File: config.mk
export PLATFORM = sky130hd
export DESIGN_NAME = vga_timing_gen_flat
export DESIGN_NICKNAME = d
export VERILOG_FILES = /design/src/rtl/vga_timing_gen_if.sv /design/src/rtl/vga_timing_gen.sv /design/src/flat_wrapper.sv
export SDC_FILE = /design/constraint.sdc
export NUM_CORES = 1
export LEC_CHECK = 0
export BUFFER_PORTS_ARGS = -buffer_cell sky130_fd_sc_hd__clkbuf_2
export CAP_MARGIN = 20
export CORE_MARGIN = 5
export CORE_UTILIZATION = 56
export DETAILED_ROUTE_END_ITERATION = 7
export PLACE_DENSITY = 0.78
export SLEW_MARGIN = 20
export SYNTH_ARGS = -nofsm -noshare
export SYNTH_HDL_FRONTEND = slang
export SYNTH_SLANG_ARGS = --single-unit
File: constraint.sdc
create_clock -name clk -period 3.3 [get_ports clk]
set_input_delay 0.825 -clock clk [delete_from_list [all_inputs] [get_ports clk]]
set_output_delay 0.825 -clock clk [all_outputs]
set_load 0.01 [all_outputs]
File: src/rtl/vga_timing_gen_if.sv
// Raster timing bundle shared by the timing generator and every draw stage.
// The generator drives it through the out modport; consumers use the in modport.
interface timing_if;
  logic [10:0] hcount;
  logic [10:0] vcount;
  logic        hsync;
  logic        hblnk;
  logic        vsync;
  logic        vblnk;

  modport out (output hcount, vcount, hsync, hblnk, vsync, vblnk);
  modport in  (input  hcount, vcount, hsync, hblnk, vsync, vblnk);
endinterface

File: src/rtl/vga_timing_gen.sv
// Free-running raster counter pair with pixel enable. Every output is a flop, and the
// strobes are decoded from the next counts so they line up with the counts they describe.
module vga_timing_gen #(
  parameter int unsigned H_ACTIVE = 800,
  parameter int unsigned H_FP     = 40,
  parameter int unsigned H_SYNC   = 128,
  parameter int unsigned H_BP     = 88,
  parameter int unsigned V_ACTIVE = 600,
  parameter int unsigned V_FP     = 1,
  parameter int unsigned V_SYNC   = 4,
  parameter int unsigned V_BP     = 23,
  parameter bit          SYNC_POL = 1'b1
) (
  input  logic         clk,
  input  logic         rst,
  input  logic         pix_en,
  timing_if.out        tim,
  output logic         frame_start
);

  localparam int unsigned H_TOTAL = H_ACTIVE + H_FP + H_SYNC + H_BP;
  localparam int unsigned V_TOTAL = V_ACTIVE + V_FP + V_SYNC + V_BP;

  localparam logic [10:0] H_LAST      = 11'(H_TOTAL - 1);
  localparam logic [10:0] V_LAST      = 11'(V_TOTAL - 1);
  localparam logic [10:0] H_ACT_C     = 11'(H_ACTIVE);
  localparam logic [10:0] V_ACT_C     = 11'(V_ACTIVE);
  localparam logic [10:0] H_SYNC_FRST = 11'(H_ACTIVE + H_FP);
  localparam logic [10:0] H_SYNC_LAST = 11'(H_ACTIVE + H_FP + H_SYNC - 1);
  localparam logic [10:0] V_SYNC_FRST = 11'(V_ACTIVE + V_FP);
  localparam logic [10:0] V_SYNC_LAST = 11'(V_ACTIVE + V_FP + V_SYNC - 1);

  // Counters are 11 bits wide, so totals above 2048 cannot be represented.
  if (H_TOTAL > 2048 || V_TOTAL > 2048 ||
      H_FP == 0 || H_SYNC == 0 || H_BP == 0 ||
      V_FP == 0 || V_SYNC == 0 || V_BP == 0) begin : g_param_check
    $error("vga_timing_gen: illegal timing parameters");
  end

  logic [10:0] hcount_q, hcount_d;
  logic [10:0] vcount_q, vcount_d;
  logic        hsync_q,  hsync_d;
  logic        hblnk_q,  hblnk_d;
  logic        vsync_q,  vsync_d;
  logic        vblnk_q,  vblnk_d;
  logic        frame_start_q, frame_start_d;

  always_comb begin
    hcount_d      = hcount_q;
    vcount_d      = vcount_q;
    hsync_d       = hsync_q;
    hblnk_d       = hblnk_q;
    vsync_d       = vsync_q;
    vblnk_d       = vblnk_q;
    frame_start_d = 1'b0;
    if (pix_en) begin
      if (hcount_q == H_LAST) begin
        hcount_d = '0;
        if (vcount_q == V_LAST) begin
          vcount_d      = '0;
          frame_start_d = 1'b1;
        end else begin
          vcount_d = vcount_q + 11'd1;
        end
      end else begin
        hcount_d = hcount_q + 11'd1;
      end
      // Decode from the next counts: strobes and counts change on the same edge.
      hblnk_d = (hcount_d >= H_ACT_C);
      vblnk_d = (vcount_d >= V_ACT_C);
      hsync_d = ((hcount_d >= H_SYNC_FRST) && (hcount_d <= H_SYNC_LAST)) ? SYNC_POL : ~SYNC_POL;
      vsync_d = ((vcount_d >= V_SYNC_FRST) && (vcount_d <= V_SYNC_LAST)) ? SYNC_POL : ~SYNC_POL;
    end
  end

  always_ff @(posedge clk) begin
    if (rst) begin
      hcount_q      <= '0;
      vcount_q      <= '0;
      hsync_q       <= ~SYNC_POL;
      hblnk_q       <= 1'b0;
      vsync_q       <= ~SYNC_POL;
      vblnk_q       <= 1'b0;
      frame_start_q <= 1'b0;
    end else begin
      hcount_q      <= hcount_d;
      vcount_q      <= vcount_d;
      hsync_q       <= hsync_d;
      hblnk_q       <= hblnk_d;
      vsync_q       <= vsync_d;
      vblnk_q       <= vblnk_d;
      frame_start_q <= frame_start_d;
    end
  end

  assign tim.hcount  = hcount_q;
  assign tim.vcount  = vcount_q;
  assign tim.hsync   = hsync_q;
  assign tim.hblnk   = hblnk_q;
  assign tim.vsync   = vsync_q;
  assign tim.vblnk   = vblnk_q;
  assign frame_start = frame_start_q;

endmodule
File: src/flat_wrapper.sv
// flat-port wrapper written by rule: the top's interface ports become plain ports
module vga_timing_gen_flat 
#(
  parameter int unsigned H_ACTIVE = 800,
  parameter int unsigned H_FP     = 40,
  parameter int unsigned H_SYNC   = 128,
  parameter int unsigned H_BP     = 88,
  parameter int unsigned V_ACTIVE = 600,
  parameter int unsigned V_FP     = 1,
  parameter int unsigned V_SYNC   = 4,
  parameter int unsigned V_BP     = 23,
  parameter bit          SYNC_POL = 1'b1
)
  (clk, rst, pix_en, frame_start, tim_hcount, tim_vcount, tim_hsync, tim_hblnk, tim_vsync, tim_vblnk);
  timing_if tim_i ();
  input  logic clk;
  input  logic rst;
  input  logic pix_en;
  output logic frame_start;
  output wire logic [$bits(tim_i.hcount)-1:0] tim_hcount;
  output wire logic [$bits(tim_i.vcount)-1:0] tim_vcount;
  output wire logic [$bits(tim_i.hsync)-1:0] tim_hsync;
  output wire logic [$bits(tim_i.hblnk)-1:0] tim_hblnk;
  output wire logic [$bits(tim_i.vsync)-1:0] tim_vsync;
  output wire logic [$bits(tim_i.vblnk)-1:0] tim_vblnk;
  assign tim_hcount = tim_i.hcount;
  assign tim_vcount = tim_i.vcount;
  assign tim_hsync = tim_i.hsync;
  assign tim_hblnk = tim_i.hblnk;
  assign tim_vsync = tim_i.vsync;
  assign tim_vblnk = tim_i.vblnk;
  vga_timing_gen #(.H_ACTIVE(H_ACTIVE), .H_FP(H_FP), .H_SYNC(H_SYNC), .H_BP(H_BP), .V_ACTIVE(V_ACTIVE), .V_FP(V_FP), .V_SYNC(V_SYNC), .V_BP(V_BP), .SYNC_POL(SYNC_POL)) u_core (.clk(clk), .rst(rst), .pix_en(pix_en), .tim(tim_i), .frame_start(frame_start));
endmodule
# Yosys cells after proc, flatten, opt, wreduce, memory -nomap -nowiden
# Cells that the tools add are included.
# word_totals
reg_bits,27
latchBits,0
ram_bits,0
romBits,0
wordCells,30
n_memories,0
# op_classes
add_sub_neg,2
mul,0
div,0
magnitude_cmp,6
eq_ne,2
shift,0
muxes,8
bitwise_logic,2
n_reduce_logical,3
# op_table
op,n
$mux 11,5
$ge 11x10->1 const B,4
$add 11x1->11 const B,2
$le 11x10->1 const B,2
$eq 11x10->1 const B,1
$eq 11x11->1 const B,1
$mux 1,3
$reduce_or 3->1,1
$logic_and 1x1->1,2
$not 1->1,2

# Longest topological paths before layout
# depth
word_depth,7
mapped_depth,8

# Worst setup path before layout
# No wires, ideal clock.
# synth_path
path_type,reg-to-reg
start,"register u_core.hcount_q[0], in the netlist u_core.tim.hcount[0]"
end,"register u_core.vsync_q, in the netlist u_core.tim.vsync"
setup_time_ns,0.117
arrival_time_ns,2.513
required_time_ns,3.183
setup_slack_ns,0.670
path_stages_with_launch,9
n_path_buf,0
synth_period_minus_slack_ns,2.630
cell_sequence,dfxtp_1 > ha_1 > nand4_1 > or4_4 > nor3_2 > mux2_4 > o21bai_1 > a21oi_1 > and4bb_1
# synth_via
elab_chain_len,6
# synth_rtl
element,line,rtl
from (decl),vga_timing_gen.sv:40,"logic [10:0] hcount_q, hcount_d;"
from (signal assigned),vga_timing_gen.sv:86,hcount_q <= hcount_d;
$eq 11x11->1 *,vga_timing_gen.sv:57,if (hcount_q == H_LAST) begin
$mux 11 *,vga_timing_gen.sv:57,
$mux 11 *,vga_timing_gen.sv:56,if (pix_en) begin
$ge 11x10->1 or $le 11x10->1 (tied branches),vga_timing_gen.sv:72,vsync_d = ((vcount_d >= V_SYNC_FRST) && (vcount_d <= V_SYNC_LAST)) ? SYNC_POL : ~SYNC_POL;
$logic_and 1x1->1 *,vga_timing_gen.sv:72,
$mux 1 *,vga_timing_gen.sv:72,
to (signal assigned),vga_timing_gen.sv:82,vsync_q <= ~SYNC_POL;
to (signal assigned),vga_timing_gen.sv:90,vsync_q <= vsync_d;
to (decl),vga_timing_gen.sv:44,"logic vsync_q, vsync_d;"
# Every way passes the cells marked *; elsewhere a longest branch is shown, timed or not. The select of a mux whose other input is x is not followed.
# A chain may end at the register's enable or synchronous reset.

# Worst setup path after layout
# Ends and elaborated chain as after synthesis.

==> summary.txt <==
Finish
  • NumNets Final: 260
  • Layout cells sized above 1: between 10% and 20%
  • Fillers: just over 300
  • Synth-to-Final Area Change: 9.44%
  • Diode count: 0

Yosys
  • Yosys reg bits: 27
  • Number of synthesized flops with an enable pin: 0
  • Synth top area cells: dfxtp_1 31%, nand2_1 6.4%, nor2_1 6.4%, a21oi_1 4.8%, nor3_1 4.5%
  • Synthesized instance count: between 200 and 250
  • Cell taking the most area after synthesis: dfxtp_1
  • Syn_area_per_cell: 7.53 µm²
  • Asr flop ratio synth: 0%
  • Top-area cell type share of the netlist area: between 30 and 40%
  • Post-synth cell types: between 40 and 50
  • Post-Syn Area: 1760 µm²
  • Dominant synthesized flop cell: dfxtp_1
  • Share of the yosys chip area belonging to registers: 30.7%
  • Yosys warns: 0
  • Net Count, Synth: 240

Drt
  • Via count: between 1500 and 2000
  • DRC: 0
  • Initial DRC Count: 110
  • Drt pass-1 iters: 4
  • DR WL/cell: 13.7 µm
  • Final ANT Viol Nets: 0
  • Final wirelength: approximately 4100 µm
  • Via density: around 6

Setup path
  • WS Path Type: register to register
  • Critical path capture point type: register
  • Slowest stage delay, CP: 610 ps
  • Crit path max fanout: 8
  • Worst path cell trace: ha_1 > nand4_1 > or4_4 > nor3_2 > mux2_4 > o21bai_1 > a21oi_1 > and4bb_1
  • Arrival time of the worst setup path: about 3000 ps
  • Worst Path Buf+Inv: 0
  • Critical path's slowest cell: or4_4
  • Critical path launch point type: register
  • Cell family with most CP delay: simple AND/OR/NAND/NOR gates
  • Worst Path Required: ~3500 ps

Die
  • Row count: 20
  • Die width: between 60 and 70 µm
  • IO Pins: 30
  • Die area: 4370 µm²
  • Starting Density: 58.2%
  • Die height: around 66 µm
  • Area of the core: between 3000 and 4000 µm²

Power and ir drop
  • Pwr/cell area: around 270 nW/µm²
  • IR drop worst, VDD: 150 µV
  • Total Power: roughly 520 µW
  • Pleak: approximately 0.69 nW

STA
  • Hold violation count in the final report: 0
  • RSZ-0062 raised after global routing: false
  • Post-route minimum period: between 2000 and 3000 ps
  • Layout Skew: approximately 4.0 ps
  • F_max: about 360 MHz
  • Slew HR: between 60% and 70%
  • Setup violations, final: 0
  • Fin crit share: 84.5%
  • Setup TNS: 0 ps
  • Slew at the pin with the worst max-slew slack: 553 ps
  • Pins over their slew limit: 0

Place
  • Post-detail-place hpwl: around 3000 µm
  • IO buf count: 29
  • Gpl congestion: between 0.8 and 0.9

Run status
  • Status: complete, no violations

Clock tree
  • Clock transition at path regs: 130 ps
  • Later-pin clock latency in the skew report: around 320 ps
  • Setup Buffers After CTS: 0
  • CTS H-tree lvls: 1
  • Clock Tree Buf Depth: 2
  • Clk sinks: 27
  • CTS tree: built
  • CTS Root Cell: clkbuf_4
  • CTS Buf Count: 3
  • Post_cts resized: 0
  • Hold_buf cts: 0

Global routing
  • Initial antenna violation count: 0
  • GRT Resource Usage Total: between 20 and 25%
  • Largest net degree at the start of global routing: 29
  • Global-route wire length before repair: 7130 µm
  • Number of global-route vias before repair: between 1500 and 2000
  • Total gr overflow: 0

Min path
  • Worst Hold Class: register to register

Job
  • Max_cap viols: 0
## synthesized netlist by cell type, drive strengths merged (4+ instances only)
cell	number
a21oi	17
xnor2	10
nand3	9
dfxtp	27
clkbuf	11
inv	6
nor4	4
xor2	9
o21ai	6
nor3	18
nand4	7
nand2	30
nor2	30
## stage by stage
| step | area [µm²] | setup slack (ps) | instances | utilization (%) | hold WS [ps] |
|---|---|---|---|---|---|
| 2_1_floorplan | 1760 | 670 | 234 | - | 497 |
| 5_1_grt | 1930 | 343 | 297 | 63.7 | 531 |
| 6_report | 1930 | 511 | 297 | 63.7 | 491 |
| 4_1_cts | 1930 | 523 | 297 | 63.7 | 495 |
| 3_3_place_gp | 1900 | 638 | 293 | 62.9 | 472 |
| 3_5_place_dp | 1900 | 549 | 293 | 62.9 | 475 |
## state kept, by name, indices dropped and copies added, names as in the netlist
signal	cells
u_core.tim.hcount	11
u_core.tim.vcount	11
u_core.frame_start	1
u_core.tim.hblnk	1
u_core.tim.hsync	1
u_core.tim.vblnk	1
u_core.tim.vsync	1
## path summary, 6_finish.rpt
path | from | to | slack [ps] | cells past startpoint
setup reg to reg | u_core.tim.hcount[0] | u_core.tim.vsync | 510 | 8
setup / recovery | u_core.tim.hcount[0] | u_core.tim.vsync | 510 | 8
hold reg to reg | u_core.tim.hsync | u_core.tim.hsync | 490 | 2
hold / removal | u_core.tim.hsync | u_core.tim.hsync | 490 | 2
## tightest hold or removal path: cells and delay by family, from the launching register on
| family | cells | cell delay (ps) |
|---|---|---|
| AOI/OAI and AO/OA | 1 | 70 |
| buffers and inverters | 1 | 50 |
| DFF | 1 | 340 |
## logic make-up after synthesis
kind of cell | after synthesis | synth area share, %
DFF | 27 | 30.7
AOI/OAI and AO/OA | 43 | 15.9
buffers and inverters | 20 | 4.68
xor gates and xnor gates | 19 | 9.87
muxes | 3 | 1.99
and+or+nand+nor | 119 | 34.8
adders and majority gates | 3 | 2.13
## area by class of cell
type	instances	area, µm²	area share, %
Tap cell	44	55.1	2.85
Timing Repair Buffer	29	145	7.52
Clock buffer	4	26.3	1.36
Inverter	6	22.5	1.17
Multi-Input combinational cell	187	1140	59.1
Sequential cell	27	541	28.0
## layout by cell type (no fill, tap or decap), drive strengths merged, types with 2 or more instances in the layout
master and n:
nor4 4, or3 3, nor3b 3, o31ai 3
a211oi 2, nor2 30, dfxtp 27, nor4bb 2
nand3 9, xor2 9, a21o 2, xnor2 10
nand4 7, clkbuf 33, a31oi 3, inv 6
or4 2, nand2 30, ha 3, nor3 18
a21oi 17, and2 2, mux2i 2, and3 3
o21ai 6
## power by group
| group | total [mW] | internal (mW) | switching, mW |
|---|---|---|---|
| logic | 0.0401 | 0.0144 | 0.0257 |
| registers | 0.338 | 0.331 | 0.00647 |
| clock network | 0.140 | 0.0473 | 0.0923 |
## routing by layer
metal | global-route usage, % | wire length, µm | part of all wire, %
met1 | 26.0 | 1910 | 47
met2 | 35.3 | 2010 | 49
met3 | 2.21 | 105 | 2.6
met4 | 7.11 | 56 | 1.4
met5 | 0 | 0 | 0
No activity file was read; power rests on OpenSTA's default activity.
